**config.mk**
```make
export PLATFORM = sky130hd
export DESIGN_NAME = jtag_target_tap
export DESIGN_NICKNAME = d
export VERILOG_FILES = /design/src/rtl/jtag_target_tap.sv
export SDC_FILE = /design/constraint.sdc
export NUM_CORES = 1
export LEC_CHECK = 0
export ABC_CLOCK_PERIOD_IN_PS = 5400
export CORE_MARGIN = 5
export CORE_UTILIZATION = 58
export CTS_BUF_LIST = sky130_fd_sc_hd__clkbuf_8
export DETAILED_ROUTE_END_ITERATION = 8
export PLACE_DENSITY = 0.9
export SYNTH_ARGS = -nofsm -noshare
export SYNTH_HDL_FRONTEND = slang
export SYNTH_SLANG_ARGS = --single-unit
export TNS_END_PERCENT = 20
```
**constraint.sdc**
```tcl
create_clock -name clk -period 5.4 [get_ports clk]
set_clock_uncertainty 0.15 [all_clocks]
set_input_delay 1.08 -clock clk [delete_from_list [all_inputs] [get_ports clk]]
set_output_delay 1.08 -clock clk [all_outputs]
set_load 0.02 [all_outputs]
```
**src/rtl/jtag_target_tap.sv**
```systemverilog
// jtag_target_tap -- IEEE 1149.1 style test access port with an instruction
// register, a 1-bit bypass register, a boundary-scan register and a
// user-defined data register.
//
// clk acts as TCK; every register samples on its rising edge.
//
// Ports
//   clk, reset          : clock and synchronous active-high reset
//   Trst                : optional TAP reset (present when JTAG_TARGET_TRST_EN
//                         is defined); forces the reset state and a bypass
//                         instruction but leaves the update registers alone
//   Tms, Tdi            : test mode select, serial data in
//   boundaryIn          : parallel pin values captured by the boundary register
//   Tdo, TdoEnable      : serial data out and its valid flag (registered)
//   tapState            : current TAP controller state
//   instruction         : active instruction
//   boundaryOut/userOut : update registers of the boundary and user chains
//   updateDrPulse       : high during the single updateDr cycle
//
// Optional feature macro: JTAG_TARGET_TRST_EN (adds the Trst input).
module jtag_target_tap #(
  parameter int INSTRUCTIONWIDTH = 5,
  parameter int TESTVECTORWIDTH  = 32
) (
  input  logic                        clk,
  input  logic                        reset,
`ifdef JTAG_TARGET_TRST_EN
  input  logic                        Trst,
`endif
  input  logic                        Tms,
  input  logic                        Tdi,
  input  logic [TESTVECTORWIDTH-1:0]  boundaryIn,
  output logic                        Tdo,
  output logic                        TdoEnable,
  output logic [3:0]                  tapState,
  output logic [INSTRUCTIONWIDTH-1:0] instruction,
  output logic [TESTVECTORWIDTH-1:0]  boundaryOut,
  output logic [TESTVECTORWIDTH-1:0]  userOut,
  output logic                        updateDrPulse
);

  localparam int IW = INSTRUCTIONWIDTH;
  localparam int TW = TESTVECTORWIDTH;

  typedef enum logic [3:0] {
    ST_RESET, ST_IDLE, ST_SEL_DR, ST_SEL_IR,
    ST_CAP_IR, ST_SH_IR, ST_EX1_IR, ST_PAU_IR, ST_EX2_IR, ST_UPD_IR,
    ST_CAP_DR, ST_SH_DR, ST_EX1_DR, ST_PAU_DR, ST_EX2_DR, ST_UPD_DR
  } tap_state_e;

  localparam logic [IW-1:0] OP_USER = IW'(1);
  localparam logic [IW-1:0] OP_BSR  = IW'(6);

  tap_state_e    state_q, state_d;
  logic [IW-1:0] ir_sr_q, ir_sr_d;
  logic [IW-1:0] instr_q, instr_d;
  logic          byp_q, byp_d;
  logic [TW-1:0] bsr_sr_q, bsr_sr_d;
  logic [TW-1:0] usr_sr_q, usr_sr_d;
  logic [TW-1:0] bout_q, bout_d;
  logic [TW-1:0] uout_q, uout_d;
  logic          tdo_q, tdo_d;
  logic          ten_q, ten_d;
  logic          upd_q, upd_d;
  logic          trst;
  logic          sel_user, sel_bsr;

`ifdef JTAG_TARGET_TRST_EN
  assign trst = Trst;
`else
  assign trst = 1'b0;
`endif

  // Anything not decoded falls through to bypass.
  assign sel_user = (instr_q == OP_USER);
  assign sel_bsr  = (instr_q == OP_BSR);

  // Controller next state
  always_comb begin
    state_d = state_q;
    case (state_q)
      ST_RESET:  state_d = Tms ? ST_RESET  : ST_IDLE;
      ST_IDLE:   state_d = Tms ? ST_SEL_DR : ST_IDLE;
      ST_SEL_DR: state_d = Tms ? ST_SEL_IR : ST_CAP_DR;
      ST_SEL_IR: state_d = Tms ? ST_RESET  : ST_CAP_IR;
      ST_CAP_IR: state_d = Tms ? ST_EX1_IR : ST_SH_IR;
      ST_SH_IR:  state_d = Tms ? ST_EX1_IR : ST_SH_IR;
      ST_EX1_IR: state_d = Tms ? ST_UPD_IR : ST_PAU_IR;
      ST_PAU_IR: state_d = Tms ? ST_EX2_IR : ST_PAU_IR;
      ST_EX2_IR: state_d = Tms ? ST_UPD_IR : ST_SH_IR;
      ST_UPD_IR: state_d = Tms ? ST_SEL_DR : ST_IDLE;
      ST_CAP_DR: state_d = Tms ? ST_EX1_DR : ST_SH_DR;
      ST_SH_DR:  state_d = Tms ? ST_EX1_DR : ST_SH_DR;
      ST_EX1_DR: state_d = Tms ? ST_UPD_DR : ST_PAU_DR;
      ST_PAU_DR: state_d = Tms ? ST_EX2_DR : ST_PAU_DR;
      ST_EX2_DR: state_d = Tms ? ST_UPD_DR : ST_SH_DR;
      ST_UPD_DR: state_d = Tms ? ST_SEL_DR : ST_IDLE;
      default:   state_d = ST_RESET;
    endcase
    if (trst) state_d = ST_RESET;
  end

  // Data path: capture/shift/update act on the edge leaving the state, so
  // they key off the current state. Pause and the other states hold.
  always_comb begin
    ir_sr_d  = ir_sr_q;
    instr_d  = instr_q;
    byp_d    = byp_q;
    bsr_sr_d = bsr_sr_q;
    usr_sr_d = usr_sr_q;
    bout_d   = bout_q;
    uout_d   = uout_q;
    case (state_q)
      ST_RESET:  instr_d = '0;
      ST_CAP_IR: ir_sr_d = IW'(1);
      ST_SH_IR:  ir_sr_d = {Tdi, ir_sr_q[IW-1:1]};
      ST_UPD_IR: instr_d = ir_sr_q;
      ST_CAP_DR: begin
        if (sel_bsr)       bsr_sr_d = boundaryIn;
        else if (sel_user) usr_sr_d = uout_q;
        else               byp_d    = 1'b0;
      end
      ST_SH_DR: begin
        if (sel_bsr)       bsr_sr_d = {Tdi, bsr_sr_q[TW-1:1]};
        else if (sel_user) usr_sr_d = {Tdi, usr_sr_q[TW-1:1]};
        else               byp_d    = Tdi;
      end
      ST_UPD_DR: begin
        if (sel_bsr)       bout_d = bsr_sr_q;
        else if (sel_user) uout_d = usr_sr_q;
      end
      default: ;
    endcase
    if (trst) instr_d = '0;
  end

  // Outputs are registered from the next-state view so that they line up
  // with tapState while having no combinational path from Tdi/Tms. The
  // instruction cannot change on an edge that enters a shift state, so the
  // current decode is the right one for the next cycle too.
  always_comb begin
    tdo_d = 1'b0;
    ten_d = 1'b0;
    upd_d = (state_d == ST_UPD_DR);
    if (state_d == ST_SH_IR) begin
      tdo_d = ir_sr_d[0];
      ten_d = 1'b1;
    end else if (state_d == ST_SH_DR) begin
      ten_d = 1'b1;
      if (sel_bsr)       tdo_d = bsr_sr_d[0];
      else if (sel_user) tdo_d = usr_sr_d[0];
      else               tdo_d = byp_d;
    end
  end

  always_ff @(posedge clk) begin
    if (reset) begin
      state_q  <= ST_RESET;
      ir_sr_q  <= '0;
      instr_q  <= '0;
      byp_q    <= 1'b0;
      bsr_sr_q <= '0;
      usr_sr_q <= '0;
      bout_q   <= '0;
      uout_q   <= '0;
      tdo_q    <= 1'b0;
      ten_q    <= 1'b0;
      upd_q    <= 1'b0;
    end else begin
      state_q  <= state_d;
      ir_sr_q  <= ir_sr_d;
      instr_q  <= instr_d;
      byp_q    <= byp_d;
      bsr_sr_q <= bsr_sr_d;
      usr_sr_q <= usr_sr_d;
      bout_q   <= bout_d;
      uout_q   <= uout_d;
      tdo_q    <= tdo_d;
      ten_q    <= ten_d;
      upd_q    <= upd_d;
    end
  end

  assign tapState      = state_q;
  assign instruction   = instr_q;
  assign boundaryOut   = bout_q;
  assign userOut       = uout_q;
  assign Tdo           = tdo_q;
  assign TdoEnable     = ten_q;
  assign updateDrPulse = upd_q;

endmodule

```
* Yosys cells after proc, flatten, opt, wreduce, memory -nomap -nowiden
Cells that the tools add are included.
** Storage, ports and cells
- Flip-flop bits (word level) :: 146
- Bits of input ports :: 36
- Output and inout port bits :: 76
- Logic and storage cells :: 86
** Cells by class
- Equality and inequality tests :: 26
- Multiplexer cells :: 34
- Bitwise logic cells :: 1
- Reduce and logical (&&, ||, !) cells :: 11
** Operator list (count)
- $mux W32 :: 6
- $pmux W32 S2 :: 2
- $pmux W4 S12 :: 1
- $eq A4 B4 Y1 const B :: 10
- $eq A4 B3 Y1 const B :: 5
- $pmux W5 S2 :: 2
- $mux W4 :: 4
- $ne A2 B2 Y1 const B :: 6
- $mux W1 :: 11
- $mux W3 :: 3
- $eq A4 B2 Y1 const B :: 2
- $mux W2 :: 4
- $reduce_and A3 Y1 :: 2
- $reduce_bool A2 Y1 :: 3
- $eq A5 B1 Y1 const B :: 1
- $eq A5 B3 Y1 const B :: 1
- $reduce_and A5 Y1 :: 1
- $eq A4 B1 Y1 const B :: 1
- $logic_not A4 Y1 :: 1
- $reduce_or A2 Y1 :: 2
- $reduce_or A3 Y1 :: 1
- $pmux W1 S2 :: 1
- $reduce_and A2 Y1 :: 1
- $not A1 Y1 :: 1

* Longest topological paths before layout
- Word-level depth :: 8
- Mapped depth :: 7

* Worst setup path before layout
Ideal clock, no wire load.
- Path type :: input to register
- Start point :: input port reset
- End point :: register bout_q[0] (netlist: boundaryOut[0])
- Setup time :: 0.132 ns
- Arrival time :: 1.940 ns
- Path slack :: 3.178 ns
- Cell stages on the path :: 4
- Cells stage by stage :: clkbuf_1 > clkbuf_1 > clkbuf_1 > a21oi_1
** RTL lines
- start: declaration :: line 26 : input logic reset,
- end signal: assignment :: line 176 : bout_q <= bout_d;
- end: declaration :: line 60 : logic [TW-1:0] bout_q, bout_d;
No word-level cell between the ends.

* Worst setup path after layout
- Start point :: register state_q[0] (netlist: tapState[0])
- End point :: output port tapState[0]
** RTL lines
- start: declaration :: line 54 : tap_state_e state_q, state_d;
- start signal: assignment :: line 170 : state_q <= state_d;
- end: declaration :: line 35 : output logic [3:0] tapState,
No word-level cell between the ends.

==> results.md <==
- Status: completed
- Hold_buf cts: 0
- Gp weighted congestion: 0.806
- PnR worst setup slack: 2.07 ns
- Worst skew pair latency: 0.44 ns
- Sequential element share of the synthesized area: 48.8%
- I/O Buffers: 111
- Vias in the first global route: 5263
- Top cells by area, synth: dfxtp_1, nand2_1, a21oi_1
- Post-DP HPWL: 9.52 mm
- DR top layer: met4
- Cell Rows: 37
- Longest Clk Path Bufs: 2
- Peak VDD IR: 0.000165 V
- Placed Area: 0.00699 mm^2
- Syn Nets: 729
- Global route overflow: 0
- Critical Path Slowest Stage Cell: dfxtp_1
- Area delta synth->final: 23.5%
- Cells after DPL: 877
- Drt pass-1 iters: 6
- Slew Limit Headroom: 12.0%
- Slew Limit Fails: 0
- Cell taking the most area after synthesis: dfxtp_1
- Final Hold Viols: 0
- CTS Sinks: 146
- Clk pin slew, worst setup/hold paths: 0.08 ns
- WL met3: 1.23 mm
- CTS tree: done
- Fin Setup TNS: 0 ns
- Metal2 WL: 7.39 mm
- CP endpoint kind: primary output
- Worst path max stage delay: 0.90 ns
- Detailed-route via count: 5492
- # Post-CTS Setup Buffers: 0
- Final std cells w/o fill: 909
- Synth Register Bits: 146
- Core Util, Final: 72.6%
- Post-layout min period: 3.33 ns
- Yosys warnings: 0
- Required @ worst endpoint: 4.17 ns
- WHS: 0.306 ns
- Worst path cell trace: clkdlybuf4s50_1
- Wl on met1: 5.99 mm
- Post-route cell area: 0.00739 mm^2
- Actual slew at the worst max-slew pin: 1.32 ns
- Setup WS pre-CTS: 2.36 ns
- GRT Total Usage: 23.8%
- Leak pwr: 2.25 nW
- Drc violations: 0
- H-tree depth: 4
- RSZ-0062 raised after global routing: false
- Share of the synthesized area in the top cell type: 48.8%
- Starting density of the core: 58.8%
- Max Cap Violations: 0
- Pwr Total: 2.06 mW
- Die area: 0.0124 mm^2
- Die Width: 112 um
- Number of distinct library cells after synthesis: 44
- Top delay family on crit path: flip-flops
- Worst-path maximum fanout: 25
- Die Y-Extent: 112 um
- Hold Crit Class: reg2reg
- CP Buf/Inv Count: 1
- Post-synth EDFFs: 0
- # diodes: 0
- Gate Count Post-Synth: 693
- Setup violations, final: 0
- TritonCTS buffer count: 17
- FMAX: 300 MHz
- Routed Antenna Nets: 0
- CP Launch Type: flip-flop
- Fraction of registers with async set/reset: 0%
- Pin count of the biggest net entering global routing: 108
- # IOs: 112
- Detailed Route WL: 15.0 mm
- Layout cells sized above 1: 9.70%
- Power density cells: 279 mW/mm^2
- Final Cycle Share: 61.8%
- Synth Flop Type: dfxtp_1
- Core footprint: 0.0102 mm^2
- Fin nets: 796
- Synth Cell Area: 0.00598 mm^2
- Root Buffer: clkbuf_8
- Initial DRC Count: 454
- Post-cts sizing count: 0
- Syn_area_per_cell: 8.64 um^2
- Path type of the worst setup path: reg2out
- Vias per cell: 6.04
- Critical path arrival: 2.10 ns
- Initial antenna violation count: 0
- Global-route wire length before repair: 24.9 mm
- Average wire per standard cell: 16.5 um
[cells in the mapped netlist (2+ instances only)]
library cell	instances
buf_6	3
a21oi_1	71
a211oi_2	28
or3_1	4
clkbuf_1	31
nor3b_1	5
dfxtp_1	146
buf_4	4
nor2_1	80
nor2b_1	4
o21ai_0	7
nand3b_1	2
a2111oi_0	2
buf_2	27
nand3_1	6
a221oi_1	2
xor2_1	2
a211oi_1	37
o22ai_1	32
mux2i_1	2
nand2_1	137
nor3_4	2
a22oi_1	37
nor3_2	2
[cells by family after synthesis]
family          count (synthesis)  synth area share (%)
simple gates                  254                  18.6
compound gates                221                  26.3
flops                         146                  48.8
buf+inv                        67                  5.39
mux                             3                 0.523
xor+xnor                        2                 0.293
[final cells by class]
cell class,instances,area (um^2)
clock buffers,17,234
clock inverters,15,171
fillers,715,2790
inverters,1,3.75
multi-input cells,480,2760
flip-flops and latches,146,2920
well taps,136,170
repair buffers,114,1130
[state kept, by name, indices dropped and copies added (netlist names)]
register / cells
byp_q: 1
tapState: 4
Tdo: 1
ir_sr_q: 5
instruction: 5
bsr_sr_q: 32
TdoEnable: 1
userOut: 32
usr_sr_q: 32
updateDrPulse: 1
boundaryOut: 32
[cell usage in the layout (no fill, tap or decap), types with 3 or more instances in the layout]
master,n
dfxtp_1,146
nand2_1,137
clkdlybuf4s50_1,110
nor2_1,79
a21oi_1,71
a22oi_1,37
a211oi_1,37
o22ai_1,32
a211oi_2,28
clkbuf_8,17
o21ai_0,7
nand3_1,6
nor3b_1,5
inv_6,5
or3_1,4
nor2b_1,4
nor3_4,4
buf_4,4
clkinv_4,3
[tightest hold or removal path: stages (launching register included)]
cell and delay [ns]:
dfxtp_1 0.31, nand2_1 0.05, a21oi_1 0.05
[layer usage]
metal / track usage [%] / up-vias
met1: 28.8 / 2626
li1: - / 2587
met2: 39.4 / 236
met4: 10.5 / 0
met5: 0 / -
met3: 6.90 / 43
[where the power goes]
part | total, mW | switching [mW] | internal (mW)
Clock | 0.876 | 0.452 | 0.424
Sequential | 1.10 | 0.0160 | 1.08
Combinational | 0.0921 | 0.0464 | 0.0457
[final timing paths]
kind         cells past startpoint             from  slack [ns]              end
max                              1      tapState[0]        2.07      tapState[0]
min                              2  boundaryOut[31]        0.31  boundaryOut[31]
max reg2reg                      4      tapState[3]        2.26              Tdo
min reg2reg                      2  boundaryOut[31]        0.31  boundaryOut[31]
No activity file was read; power rests on OpenSTA's default activity.
